--- config.mk ---
export PLATFORM = sky130hd
export DESIGN_NAME = cc_transictrl
export DESIGN_NICKNAME = d
export VERILOG_FILES = /design/src/rtl/cc_transictrl.sv
export SDC_FILE = /design/constraint.sdc
export NUM_CORES = 1
export LEC_CHECK = 0
export ABC_AREA = 1
export BUFFER_PORTS_ARGS = -buffer_cell sky130_fd_sc_hd__buf_2
export CORE_MARGIN = 2
export CORE_UTILIZATION = 36
export CTS_CLUSTER_DIAMETER = 60
export DETAILED_ROUTE_END_ITERATION = 16
export SLEW_MARGIN = 20
export SYNTH_ARGS = -nofsm -noshare
export SYNTH_HDL_FRONTEND = slang
export SYNTH_SLANG_ARGS = --single-unit
export TNS_END_PERCENT = 100
--- constraint.sdc ---
create_clock -name CC_TRANSICTRL_CLOCK_50 -period 3.4 [get_ports CC_TRANSICTRL_CLOCK_50]
set_input_delay 0.68 -clock CC_TRANSICTRL_CLOCK_50 [delete_from_list [all_inputs] [get_ports CC_TRANSICTRL_CLOCK_50]]
set_output_delay 0.68 -clock CC_TRANSICTRL_CLOCK_50 [all_outputs]
set_load 0.05 [all_outputs]
--- src/rtl/cc_transictrl.sv ---
// Transition display controller: alternates the NADA/TRANSI mux select through
// N SHOW/HIDE pairs of P cycles each, then pulses done for one cycle.
module cc_transictrl #(
  parameter int TRANSICTRL_PERIODWIDTH = 8,
  parameter int TRANSICTRL_BLINKWIDTH  = 4
) (
  input  logic                              CC_TRANSICTRL_CLOCK_50,
  input  logic                              CC_TRANSICTRL_RESET_InHigh,
  input  logic                              CC_TRANSICTRL_start_InHigh,
  input  logic                              CC_TRANSICTRL_abort_InHigh,
  input  logic [TRANSICTRL_PERIODWIDTH-1:0] CC_TRANSICTRL_period_InBUS,
  input  logic [TRANSICTRL_BLINKWIDTH-1:0]  CC_TRANSICTRL_blinks_InBUS,
  output logic                              CC_TRANSICTRL_select_OutBUS,
  output logic                              CC_TRANSICTRL_busy_OutHigh,
  output logic                              CC_TRANSICTRL_done_OutHigh,
  output logic [TRANSICTRL_BLINKWIDTH-1:0]  CC_TRANSICTRL_blinkidx_OutBUS
);

  localparam int PW = TRANSICTRL_PERIODWIDTH;
  localparam int BW = TRANSICTRL_BLINKWIDTH;
  localparam logic [PW-1:0] P_ONE = PW'(1);
  localparam logic [BW-1:0] B_ONE = BW'(1);

  typedef enum logic [1:0] {
    IDLE = 2'd0,
    SHOW = 2'd1,
    HIDE = 2'd2,
    DONE = 2'd3
  } state_t;

  state_t        state_q, state_d;
  logic [PW-1:0] cnt_q, cnt_d;
  logic [PW-1:0] pl_q, pl_d;
  logic [BW-1:0] nl_q, nl_d;
  logic [BW-1:0] bidx_q, bidx_d;
  logic [BW:0]   bidx_inc;
  logic          phase_end;

  assign bidx_inc  = {1'b0, bidx_q} + {1'b0, B_ONE};
  assign phase_end = (cnt_q == pl_q - P_ONE);

  always_comb begin
    state_d = state_q;
    cnt_d   = cnt_q;
    pl_d    = pl_q;
    nl_d    = nl_q;
    bidx_d  = bidx_q;
    case (state_q)
      IDLE: begin
        if (CC_TRANSICTRL_start_InHigh && !CC_TRANSICTRL_abort_InHigh) begin
          pl_d    = (CC_TRANSICTRL_period_InBUS == '0) ? P_ONE : CC_TRANSICTRL_period_InBUS;
          nl_d    = CC_TRANSICTRL_blinks_InBUS;
          cnt_d   = '0;
          bidx_d  = '0;
          state_d = (CC_TRANSICTRL_blinks_InBUS == '0) ? DONE : SHOW;
        end
      end
      SHOW: begin
        if (CC_TRANSICTRL_abort_InHigh) begin
          state_d = IDLE;
          cnt_d   = '0;
        end else if (phase_end) begin
          state_d = HIDE;
          cnt_d   = '0;
        end else begin
          cnt_d = cnt_q + P_ONE;
        end
      end
      HIDE: begin
        if (CC_TRANSICTRL_abort_InHigh) begin
          state_d = IDLE;
          cnt_d   = '0;
        end else if (phase_end) begin
          cnt_d = '0;
          // Saturate at Nl; the pair just finished decides whether another follows.
          if (bidx_q != nl_q) bidx_d = bidx_q + B_ONE;
          state_d = (bidx_inc < {1'b0, nl_q}) ? SHOW : DONE;
        end else begin
          cnt_d = cnt_q + P_ONE;
        end
      end
      DONE: begin
        state_d = IDLE;
      end
      default: state_d = IDLE;
    endcase
  end

  always_ff @(posedge CC_TRANSICTRL_CLOCK_50) begin
    if (CC_TRANSICTRL_RESET_InHigh) begin
      state_q <= IDLE;
      cnt_q   <= '0;
      pl_q    <= '0;
      nl_q    <= '0;
      bidx_q  <= '0;
    end else begin
      state_q <= state_d;
      cnt_q   <= cnt_d;
      pl_q    <= pl_d;
      nl_q    <= nl_d;
      bidx_q  <= bidx_d;
    end
  end

  // Outputs decode registered state only, so no input reaches them combinationally.
  assign CC_TRANSICTRL_select_OutBUS   = (state_q == SHOW);
  assign CC_TRANSICTRL_busy_OutHigh    = (state_q != IDLE);
  assign CC_TRANSICTRL_done_OutHigh    = (state_q == DONE);
  assign CC_TRANSICTRL_blinkidx_OutBUS = bidx_q;

endmodule

# ---- Word-level counts from Yosys, hierarchy flattened
# Cells that the tools add are included.
dict set report op_classes {
  n_addsub 4
  n_eq_ne 11
  n_mux 18
  order_cmp 1
  n_reduce_logical 13
}
# cell n
set ops {}
lappend ops {{8-bit two-way mux} 4}
lappend ops {{4-bit two-way mux} 4}
lappend ops {{8-bit one-hot mux with 2 select lines} 1}
lappend ops {{2-bit two-way mux} 7}
lappend ops {{8-bit by 1-bit adder with 8-bit output, second input constant} 1}
lappend ops {{8-bit equality test} 1}
lappend ops {{8-bit logical NOT} 1}
lappend ops {{2-bit inequality test, second input constant} 4}
lappend ops {{2-bit one-hot mux with 4 select lines} 1}
lappend ops {{4-bit one-hot mux with 2 select lines} 1}
lappend ops {{8-bit by 1-bit subtractor with 8-bit output, second input constant} 1}
lappend ops {{2-bit nonzero test} 3}
lappend ops {{4-bit by 1-bit adder with 5-bit output, second input constant} 1}
lappend ops {{5-bit by 4-bit less-than comparator with 1-bit output} 1}
lappend ops {{5-bit AND reduction} 1}
lappend ops {{4-bit by 1-bit adder with 4-bit output, second input constant} 1}
lappend ops {{2-bit equality test, second input constant} 2}
lappend ops {{4-bit logical NOT} 1}
lappend ops {{4-bit inequality test} 1}
lappend ops {{2-bit AND reduction} 2}
lappend ops {{3-bit by 2-bit inequality test with 1-bit output, second input constant} 1}
lappend ops {{3-bit inequality test, second input constant} 1}
lappend ops {{3-bit AND reduction} 1}
lappend ops {{2-bit by 1-bit equality test with 1-bit output, second input constant} 1}
lappend ops {{other kinds (4)} 4}
dict set report word_totals {
  in_bits 16
  reg_bits 26
  elab_cells 52
}

# ---- Longest topological paths before layout
dict set report logic_depth {
  word_depth 6
  ltp_mapped 15
  depth_no_buf 15
}

# ---- Least setup slack after synthesis
# No wires, ideal clock.
dict set report synth_timing {
  kind {register to register}
  start {reg bidx_q[0] (netlist: CC_TRANSICTRL_blinkidx_OutBUS[0])}
  end {reg state_q[1]}
  path_buffers 0
  stages_incl_launch_ff 14
  arrival_time_ps 1947
  period_less_slack_ps 2062
  setup_slack_ps 1338
  path_cell_list {dfxtp_1 > ha_1 > nand2_1 > inv_1 > nor2_1 > ha_1 > inv_1 > nor2_1 > o21ai_0 > nand3b_1 > a21oi_1 > nand3_1 > nand2_1 > nor2_1}
}
dict set report synth_via {
  elab_chain_len 6
}
# element line
set synth_rtl {}
lappend synth_rtl {{start: declaration} 35} ;# logic [BW-1:0] bidx_q, bidx_d;
lappend synth_rtl {{start signal: assignment} 101} ;# bidx_q <= bidx_d;
lappend synth_rtl {{4-bit by 1-bit adder with 5-bit output} 39} ;# assign bidx_inc = {1'b0, bidx_q} + {1'b0, B_ONE};
lappend synth_rtl {{5-bit by 4-bit less-than comparator with 1-bit output} 77} ;# state_d = (bidx_inc < {1'b0, nl_q}) ? SHOW : DONE;
lappend synth_rtl {{2-bit two-way mux} 77}
lappend synth_rtl {{2-bit two-way mux} 73} ;# end else if (phase_end) begin
lappend synth_rtl {{2-bit two-way mux} 70} ;# if (CC_TRANSICTRL_abort_InHigh) begin
lappend synth_rtl {{2-bit one-hot mux with 4 select lines} 48} ;# case (state_q)
lappend synth_rtl {{end signal: assignment} 97} ;# state_q <= state_d;
lappend synth_rtl {{end: declaration} 31} ;# state_t state_q, state_d;
# No other way between the ends. The select of a mux whose other input is x is not followed.
# A chain may end at the register's enable or synchronous reset.

# ---- Final worst setup path
dict set report layout_timing {
  start {reg state_q[0]}
  end {out CC_TRANSICTRL_busy_OutHigh}
}
dict set report layout_via {
  elab_chain_len 1
}
# element line
set layout_rtl {}
lappend layout_rtl {{2-bit nonzero test} 107} ;# assign CC_TRANSICTRL_busy_OutHigh = (state_q != IDLE);
lappend layout_rtl {{end: declaration} 14} ;# output logic CC_TRANSICTRL_busy_OutHigh,
# No other way between the ends.

==> results.cfg <==
[drt]
drt.antenna.violating_nets = 0
drtIter0Drc = 50
drt_drc_violations_left = 0
post_drt_wl_per_cell_um = 11.18
drt_pre_antenna_iters = 4
vias = 1659
vias_per_cell = 4.837
wl_um = 3836

[clock_network]
ctsLongestPathBuffers = 2
cts_sink_cnt = 26
cts_inserted_buffers = 3
clock_tree.root_cell = sky130_fd_sc_hd__clkbuf_8
post_cts.resized_instances = 0
worstSkewPairLatency_ns = 0.27
h-tree-depth = 1
hold_buffers = 0
clk_pin_slew_worst_setup_hold_paths_ns = 0.09
cts_tree = yes
post_cts_buffers = 0

[timing]
max_clock_skew_ns = 0.002230
setup-violations-final = 0
relSlewSlack = 0.6451
achievable-frequency_mhz = 468.1
report.final.hold_viol_count = 0
slew_violations = 0
min_period_ns = 2.136
aggregate_negative_setup_slack_ns = 0
holdWs_ns = 0.5073
layout_worst_path_cycle_share = 0.6283
tightest_slew_ns = 0.5318
grt_setup_unrepaired = false

[outcome]
outcome = completed

[pwr]
power.share.switching = 0.5115
leakagePower_uw = 0.0009194
combinationalPowerShare = 0.593
power.share.sequential = 0.294
ir_worst_vdd_mv = 0.5357
internal_power_uw = 762.2
net_sw_power_uw = 798.1
power_density_nw_per_um2 = 803.0
share_clk_of_total_power = 0.113

[placed_design]
dp_hpwl_um = 3049
place_congestion = 0.8109
portBuffers = 22

[synthesis]
register_area_share_after_synthesis = 0.2971
net_count_after_synthesis = 296
netlist_instances = 269
synthFlopType = sky130_fd_sc_hd__dfxtp_1
synth_async_sr_flop_share = 0
synth.ff_latch_count = 26
yosys.area.top_type_share = 0.2971
syn-mean-instance-area_sq_um = 6.512
post_synth_edffs = 0
yosys.cell_count.top_type = sky130_fd_sc_hd__nand2_1
synth.distinct_cells = 30
yosysWarnings = 0
synth_largest_area_cell = sky130_fd_sc_hd__dfxtp_1
ranking_of_synthesized_cells_by_instance_count = sky130_fd_sc_hd__nand2_1, sky130_fd_sc_hd__nor2_1, sky130_fd_sc_hd__inv_1
syn-cell-area_sq_um = 1752
synth_area_leaders = sky130_fd_sc_hd__dfxtp_1, sky130_fd_sc_hd__nand2_1, sky130_fd_sc_hd__nor2_1, sky130_fd_sc_hd__ha_1, sky130_fd_sc_hd__a21oi_1

[grt]
grt_use_total = 0.1600
overflow = 0
grt_pass1_wl_um = 6920
via_count_of_the_first_global_routing_pass = 1588
antenna_found_initial = 0
grt_max_degree = 22

[run]
cap_viol_max_count = 0

[die]
floorplan.initialDensity = 0.3733
fp.coreArea_sq_um = 4692
die_w_um = 73.76
ioPinCount = 23
die_area_sq_um = 5440
die_h_um = 73.76
number_of_cell_rows = 25

[cells_and_area]
area_growth_pct = 10.93
finalNetCount = 318
antenna-diode-count = 0
final_layout_size_suffix_gt1_frac = 0.1315

[worst_setup_path]
worst-setup-path-type = flip-flop to output pin
cp_max_fo = 5
slowest_stage = sky130_fd_sc_hd__dfxtp_1
cp_data_arrival_time_ns = 1.46
worst_path_cell_trace = inv_1 -> ha_1 -> inv_1 -> buf_2
worst-r2r-setup-slack_ns = 1.45
endpoint_kind = output pin
worstPathRequired_ns = 2.72
cp-start-kind = flip-flop
slowest_delay_ns = 0.38
timing.critical_path.mode_cell = sky130_fd_sc_hd__inv_1

[hold_path]
hold_class = flip-flop to flip-flop
[cells by family after synthesis]
kind of cell | after synthesis | synth area share
AND/OR/NAND/NOR | 132 | 0.3357
AO/OA/AOI/OAI | 49 | 0.1486
buffers and inverters | 42 | 0.09499
flip-flops | 26 | 0.2971
adder cells (fa/ha/maj) | 11 | 0.07857
XOR/XNOR | 9 | 0.04500
[worst paths after layout]
path / start / to / depth (start not counted)
setup / recovery: state_q[0] / CC_TRANSICTRL_busy_OutHigh / 4
hold / removal: nl_q[2] / nl_q[2] / 2
setup reg to reg: state_q[1] / pl_q[0] / 7
hold reg to reg: nl_q[2] / nl_q[2] / 2
[power by group through the flow]
stage          sequential (uW)  combinational (uW)  clock [uW]
2_1_floorplan              527                 679           0
3_3_place_gp               466                 928           0
3_5_place_dp               465                 929           0
4_1_cts                    458                 935         183
5_1_grt                    472                1050         193
6_report                   459                 925         177
[sequential cells by signal, summed over array words and instances, names as in the netlist]
register and count:
cnt_q 8, state_q 2, nl_q 4, pl_q 8, CC_TRANSICTRL_blinkidx_OutBUS 4
[metal layers]
| layer | global-route usage | share of wire |
|---|---|---|
| met5 | 0 | 0 |
| met4 | 0.03636 | 0.0070 |
| met3 | 0.01646 | 0.018 |
| met2 | 0.2808 | 0.47 |
| met1 | 0.2100 | 0.50 |
[placed cells by master, fill, tap and decap left out]
cell type / count
sky130_fd_sc_hd__nand4_1: 2
sky130_fd_sc_hd__nand3_1: 11
sky130_fd_sc_hd__buf_2: 22
sky130_fd_sc_hd__o21ai_0: 14
sky130_fd_sc_hd__xor2_1: 6
sky130_fd_sc_hd__nand2_2: 1
sky130_fd_sc_hd__nor2_1: 41
sky130_fd_sc_hd__ha_1: 11
sky130_fd_sc_hd__nor3_1: 4
sky130_fd_sc_hd__o21ai_1: 2
sky130_fd_sc_hd__nor2_4: 3
sky130_fd_sc_hd__inv_1: 34
sky130_fd_sc_hd__nand2_1: 61
sky130_fd_sc_hd__nand2_4: 2
sky130_fd_sc_hd__xnor2_1: 3
sky130_fd_sc_hd__a21oi_2: 1
sky130_fd_sc_hd__o21a_1: 1
sky130_fd_sc_hd__o21bai_1: 1
sky130_fd_sc_hd__or2_2: 1
sky130_fd_sc_hd__a21oi_1: 27
sky130_fd_sc_hd__nor4_1: 1
sky130_fd_sc_hd__dfxtp_1: 26
sky130_fd_sc_hd__nand3b_1: 3
sky130_fd_sc_hd__clkbuf_8: 3
sky130_fd_sc_hd__a211oi_1: 2
sky130_fd_sc_hd__nor3_2: 1
sky130_fd_sc_hd__o22ai_1: 1
sky130_fd_sc_hd__nand3_2: 1
sky130_fd_sc_hd__inv_2: 3
[worst max-delay path: cells and delay by family (launching register included)]
family | cells | cell delay [ns]
buffers and inverters | 3 | 0.55
adders and majority gates | 1 | 0.25
DFF | 1 | 0.38
[final cells by class]
type / instances / area [sq um]
Fill cell: 519 / 2749
Sequential cell: 26 / 520.5
Multi-Input combinational cell: 201 / 1065
Inverter: 37 / 138.9
Clock buffer: 3 / 41.29
Tap cell: 54 / 67.56
Timing Repair Buffer: 22 / 110.1
[per-stage QoR]
stage	power [uW]	utilization	std cells	setup slack, ns	area, sq um
after floorplan	1206	-	269	1.338	1752
after global placement	1394	0.4053	340	1.395	1902
after detailed placement	1395	0.4053	340	1.394	1902
after CTS	1577	0.4141	343	1.255	1943
after global routing	1717	0.4141	343	1.193	1943
final	1560	0.4141	343	1.264	1943
No activity file was read; power rests on OpenSTA's default activity.
